File: src/rtl/control_sequencer_pkg.sv
// ---------------------------------------------------------------------------
// control_sequencer_pkg
//   Shared definitions between the instruction-cycle sequencer and the
//   decoder downstream of it.
//   - IW           : default instruction width
//   - seq_state_t  : 2-bit sequencer state as seen by the decoder
//                    (FETCH=00, EXEC1=01, EXEC2=10, HALT=11; all legal)
// ---------------------------------------------------------------------------
package control_sequencer_pkg;

  localparam int IW = 16;

  typedef enum logic [1:0] {
    ST_FETCH = 2'b00,
    ST_EXEC1 = 2'b01,
    ST_EXEC2 = 2'b10,
    ST_HALT  = 2'b11
  } seq_state_t;

endpackage

File: src/rtl/control_sequencer_edge_detect.sv
// ---------------------------------------------------------------------------
// edge_detect
//   Registered rising-edge detector. pulse is high for exactly one clock
//   cycle, the cycle after din is first sampled high.
//   Ports:
//     clk   : system clock
//     reset : asynchronous active-high reset (clears history and pulse)
//     din   : level input to watch
//     pulse : one-cycle registered rising-edge pulse
// ---------------------------------------------------------------------------
module edge_detect (
  input  logic clk,
  input  logic reset,
  input  logic din,
  output logic pulse
);

  logic prev;

  always_ff @(posedge clk or posedge reset) begin
    if (reset) begin
      prev  <= 1'b0;
      pulse <= 1'b0;
    end else begin
      prev  <= din;
      pulse <= din & ~prev;
    end
  end

endmodule

File: src/rtl/control_sequencer.sv
// ---------------------------------------------------------------------------
// control_sequencer
//   Instruction-cycle sequencer plus instruction register (IR) feeding the
//   decoder. Walks FETCH -> EXEC1 [-> EXEC2] per instruction, parks in HALT
//   when there is nothing to run, and honours decoder stop requests.
//   Debug control: run (level), step (edge, one instruction per edge) and
//   resume (edge, clears the stop latch). Counts retired instructions.
//
//   Ports:
//     clk          : system clock, all state on rising edge
//     reset        : asynchronous active-high reset
//     instr_rdata  : instruction RAM read data, captured in FETCH
//     sm_extra     : decoder request for EXEC2 (looked at in EXEC1 only)
//     stop         : decoder halt request
//     run          : free-run enable (level)
//     step         : single-step request (rising edge)
//     resume       : clear stop latch (rising edge)
//     state        : sequencer state to decoder
//     instruction  : IR contents to decoder
//     halted       : state == HALT
//     stopped      : stop latch, set when halted by stop
//     instr_count  : retired-instruction count (wraps)
//
//   Handshake note: there is no valid/ready pair here. The decoder treats
//   state as a qualifier: instruction is meaningful in EXEC1/EXEC2 and is
//   held unchanged until the next FETCH edge.
// ---------------------------------------------------------------------------
module control_sequencer #(
  parameter int IW           = control_sequencer_pkg::IW,
  parameter int COUNT_W      = 16,
  parameter bit START_HALTED = 1'b1
) (
  input  logic               clk,
  input  logic               reset,
  input  logic [IW-1:0]      instr_rdata,
  input  logic               sm_extra,
  input  logic               stop,
  input  logic               run,
  input  logic               step,
  input  logic               resume,
  output logic [1:0]         state,
  output logic [IW-1:0]      instruction,
  output logic               halted,
  output logic               stopped,
  output logic [COUNT_W-1:0] instr_count
);

  import control_sequencer_pkg::*;

  localparam seq_state_t RESET_STATE = START_HALTED ? ST_HALT : ST_FETCH;

  seq_state_t state_q;
  seq_state_t state_d;
  logic       step_pulse;
  logic       resume_pulse;
  logic       step_credit;

  // Decode signals for the current cycle.
  logic step_set;   // a step edge that earns a credit this cycle
  logic go_hold;    // permission to leave HALT
  logic go_retire;  // permission to start the next instruction on retire
  logic retire;     // the current instruction completes at this edge
  logic stop_evt;   // decoder stop accepted this cycle

  edge_detect u_step_edge (
    .clk   (clk),
    .reset (reset),
    .din   (step),
    .pulse (step_pulse)
  );

  edge_detect u_resume_edge (
    .clk   (clk),
    .reset (reset),
    .din   (resume),
    .pulse (resume_pulse)
  );

  always_comb begin
    // Step edges are ignored while running (run already grants permission)
    // and discarded while stopped (no banking of credit across a stop).
    step_set  = step_pulse & ~stopped & ~run;
    go_hold   = ~stopped & (run | step_credit);
    // On a retiring edge the current credit is spent; only run or a fresh
    // step edge arriving in the very same cycle can continue without HALT.
    go_retire = ~stopped & (run | step_set);

    state_d  = state_q;
    retire   = 1'b0;
    stop_evt = 1'b0;

    case (state_q)
      ST_FETCH: begin
        if (stop) begin
          stop_evt = 1'b1;
          state_d  = ST_HALT;
        end else begin
          state_d  = ST_EXEC1;
        end
      end
      ST_EXEC1: begin
        if (stop) begin
          stop_evt = 1'b1;
          retire   = 1'b1;
          state_d  = ST_HALT;
        end else if (sm_extra) begin
          state_d  = ST_EXEC2;
        end else begin
          retire   = 1'b1;
          state_d  = go_retire ? ST_FETCH : ST_HALT;
        end
      end
      ST_EXEC2: begin
        retire = 1'b1;
        if (stop) begin
          stop_evt = 1'b1;
          state_d  = ST_HALT;
        end else begin
          state_d  = go_retire ? ST_FETCH : ST_HALT;
        end
      end
      ST_HALT: begin
        state_d = go_hold ? ST_FETCH : ST_HALT;
      end
      default: state_d = RESET_STATE;
    endcase
  end

  always_ff @(posedge clk or posedge reset) begin
    if (reset) begin
      state_q     <= RESET_STATE;
      instruction <= '0;
      stopped     <= 1'b0;
      step_credit <= 1'b0;
      instr_count <= '0;
    end else begin
      state_q <= state_d;

      // IR loads only on a FETCH that is not cancelled by stop, so it stays
      // stable through EXEC1/EXEC2 and is held across HALT.
      if (state_q == ST_FETCH && !stop) begin
        instruction <= instr_rdata;
      end

      // stop and resume cannot coincide in effect: stop is only accepted
      // outside HALT, and a latched stop keeps the sequencer in HALT.
      if (stop_evt) begin
        stopped <= 1'b1;
      end else if (resume_pulse) begin
        stopped <= 1'b0;
      end

      // A fresh step edge on a retiring edge re-arms the credit for the
      // next instruction instead of being lost to the consume.
      if (stop_evt) begin
        step_credit <= 1'b0;
      end else if (step_set) begin
        step_credit <= 1'b1;
      end else if (retire) begin
        step_credit <= 1'b0;
      end

      if (retire) begin
        instr_count <= instr_count + COUNT_W'(1);
      end
    end
  end

  assign state  = state_q;
  assign halted = (state_q == ST_HALT);

endmodule

File: config.mk
export PLATFORM = sky130hd
export DESIGN_NAME = control_sequencer
export DESIGN_NICKNAME = d
export VERILOG_FILES = /design/src/rtl/control_sequencer_pkg.sv /design/src/rtl/control_sequencer_edge_detect.sv /design/src/rtl/control_sequencer.sv
export SDC_FILE = /design/constraint.sdc
export NUM_CORES = 1
export LEC_CHECK = 0
export CORE_ASPECT_RATIO = 0.75
export CORE_MARGIN = 2
export CORE_UTILIZATION = 47
export CTS_BUF_LIST = sky130_fd_sc_hd__clkbuf_8
export CTS_CLUSTER_SIZE = 20
export DETAILED_ROUTE_END_ITERATION = 8
export PLACE_DENSITY = 0.85
export REMOVE_ABC_BUFFERS = 1
export SYNTH_ARGS = -nofsm -noshare
export SYNTH_HDL_FRONTEND = slang
export SYNTH_HIERARCHICAL = 1
export SYNTH_SLANG_ARGS = --single-unit
File: constraint.sdc
create_clock -name clk -period 2.23 [get_ports clk]
set_clock_uncertainty 0.1 [all_clocks]
set_input_delay 0.223 -clock clk [delete_from_list [all_inputs] [get_ports clk]]
set_output_delay 0.223 -clock clk [all_outputs]
set_load 0.05 [all_outputs]
==> impl_metrics.tcl <==
set metrics [dict create \
    antenna_found_initial 0 \
    power.density_nw_per_um2 1450 \
    path_buf_inv 1 \
    final_nets 227 \
    fin_cells 251 \
    whs_ns 0.0476 \
    power.total_w 0.00363 \
    drtIter0Drc 54 \
    final_max_slew_viol_count 0 \
    num-fill-cells 250 \
    synth-seq-cells 40 \
    synthFlopType "dfrtp_1" \
    numCtsBuffers 5 \
    min_period_ns 2.01 \
    die-area_sq_um 4210 \
    worst-path-max-fanout 4 \
    ys_warn_count 6 \
    slowest_stage "clkdlybuf4s50_1" \
    finalHoldViolCount 0 \
    portBuffers 58 \
    ioPinCount 59 \
    globalplace.congestion 0.749 \
    grt_max_degree 37 \
    status "finished clean" \
    die_y_microns 56.7 \
    routed_via_density 5.07 \
    worst_ir_drop_vdd_mv 0.703 \
    multi_input_area_sq_um 694 \
    htreeDepth 2 \
    start_util_pct 48.1 \
    clkTransAtPathRegs_ns 0.08 \
    routed_wl_microns 3500 \
    max_cap_viol_count 0 \
    p_leak_nw 1.09 \
    coreArea_sq_um 3610 \
    post_cts_resized 0 \
    setup_viol 0 \
    syn_area_per_cell_sq_um 13.1 \
    cp.required_ns 1.91 \
    finalSetupTns_ns 0 \
    grt_usage_pct 17.9 \
    finalCritPeriodShare_pct 90.2 \
    synthesis.area_sq_um 1740 \
    clock_sinks 40 \
    dieWidth_microns 74.2 \
    grt_pass1_vias 1263 \
    path_cells "clkdlybuf4s50_1" \
    remaining_drc_errors 0 \
    clockRootBuffer "clkbuf_8" \
    syn2layout_area_growth_pct 43.8 \
    yosysTopAreaCell "dfrtp_1" \
    wl_per_cell_microns 13.9 \
    hold_buffers 0 \
    firstDrtPassIters 4 \
    ys_types 29 \
    ant_nets 0 \
    drt-met1-wl_microns 1580 \
    slew_headroom_pct 65.0 \
    clockBufferDepth 2 \
    min_path_type "primary input to async pin" \
    cpLargestDelayFamily "buffers and inverters" \
    route.met2.wl_microns 1580 \
    place_inst 243 \
    routed.top_layer "met4" \
    worst_pin_slew_ns 0.524 \
    seq_area_sq_um 1000 \
    start_kind "flop" \
    critical_path_class "flop to output port" \
    async_reset_ff_share_pct 100 \
    wl_met3_microns 298 \
    gr-total-overflow 0 \
    ys_top_cells_by_area "dfrtp_1, mux2_2, xnor2_1" \
    post_cts.repair.setup_buffers 0 \
    antenna_cells 0 \
    fmax_ghz 0.497 \
    grt_pass1_wl_microns 5700 \
    cp.arrival_ns 1.69 \
    synthCells 133 \
    clk_latency_ns 0.29 \
    synth_top_area_share_pct 54.7 \
    drive_gt1_share_pct 18.6 \
    vias 1273 \
    endpoint_kind "output port" \
    rows 19 \
    synth_edf_count 0 \
    rsz0062_at_grt "false" \
    yosysSeqAreaShare_pct 57.7 \
    hpwlAfterDp_microns 2560 \
    cts_tree "done" \
    cpPeakStageDelay_ns 0.83 \
]
==> through the flow <==
stage / worst slack (ns) / util, % / instance area (sq um)
global route: 0.0952 / 69.2 / 2500
floorplan: 0.127 / - / 1720
global placement: 0.297 / 66.1 / 2390
detailed placement: 0.248 / 66.1 / 2390
finish: 0.218 / 69.2 / 2500
CTS: 0.203 / 69.2 / 2500
==> cell usage in the layout, fill, tap and decap left out, types with 2 or more instances in the layout <==
cell type / netlist / routed
o21ai_0: 4 / 4
clkdlybuf4s50_1: 0 / 57
nor2b_4: 2 / 2
nand3_1: 5 / 5
dfrtp_1: 38 / 38
mux2_2: 17 / 17
ha_1: 6 / 6
clkbuf_8: 0 / 5
nand2_1: 6 / 6
a21oi_1: 2 / 2
xnor2_1: 12 / 12
and4_1: 2 / 2
nand4_1: 4 / 4
and3_1: 5 / 5
xor2_1: 3 / 3
inv_1: 7 / 7
dfstp_2: 2 / 2
nor2_1: 3 / 3
buf_4: 0 / 4
==> synth_stat cells, types with 3 or more instances <==
| cell | instances |
|---|---|
| o21ai_0 | 4 |
| and3_1 | 5 |
| nand3_1 | 5 |
| buf_2 | 3 |
| nand2_1 | 6 |
| inv_1 | 7 |
| ha_1 | 6 |
| xnor2_1 | 12 |
| xor2_1 | 3 |
| dfrtp_1 | 38 |
| nand4_1 | 4 |
| mux2_2 | 17 |
| nor2_1 | 3 |
==> kinds of logic after synthesis <==
group | Yosys count | synth area share, %
fa+ha+maj | 6 | 4.32
buf+inv | 10 | 2.37
compound gates | 11 | 4.03
flops | 40 | 57.7
xor+xnor | 15 | 7.55
simple gates | 34 | 13.0
mux | 17 | 11.0
==> path summary, 6_finish.rpt <==
| path | from | to | slack (ns) | depth (start not counted) |
|---|---|---|---|---|
| max | state[1] | state[1] | 0.22 | 1 |
| min | reset | u_resume_edge/pulse | 0.05 | 2 |
| max reg2reg | state[0] | instr_count[4] | 0.24 | 6 |
| min reg2reg | u_step_edge/prev | u_step_edge/pulse | 0.35 | 1 |
| max in group asynchronous | reset | state[0] | 1.39 | 3 |
| min in group clk | step | u_step_edge/prev | 0.32 | 1 |
==> where the power goes <==
group	internal, W	switching, W
combinational	0.000709	0.00121
clock	0.000331	0.000247
sequential	0.000971	0.000165
total	0.00201	0.00162
==> layer usage <==
layer | up-vias | track usage, %
met5 | - | 0
met4 | 0 | 5.36
met3 | 6 | 5.92
met2 | 64 | 28.4
met1 | 617 | 23.3
li1 | 586 | -
==> area by class of cell <==
type	count	share of cell area (%)
clock buffers	5	2.75
inverters	7	1.05
clock inverters	3	1.70
repair buffers	61	24.0
well taps	52	2.60
flip-flops and latches	40	40.1
multi-input cells	83	27.8
==> registers in the layout, indices dropped and copies added, names as in the netlist <==
name	count
state	2
u_step_edge/pulse	1
u_step_edge/prev	1
step_credit	1
u_resume_edge/pulse	1
stopped	1
instruction	16
u_resume_edge/prev	1
instr_count	16
Note: power is estimated with default switching activity, not from simulation.
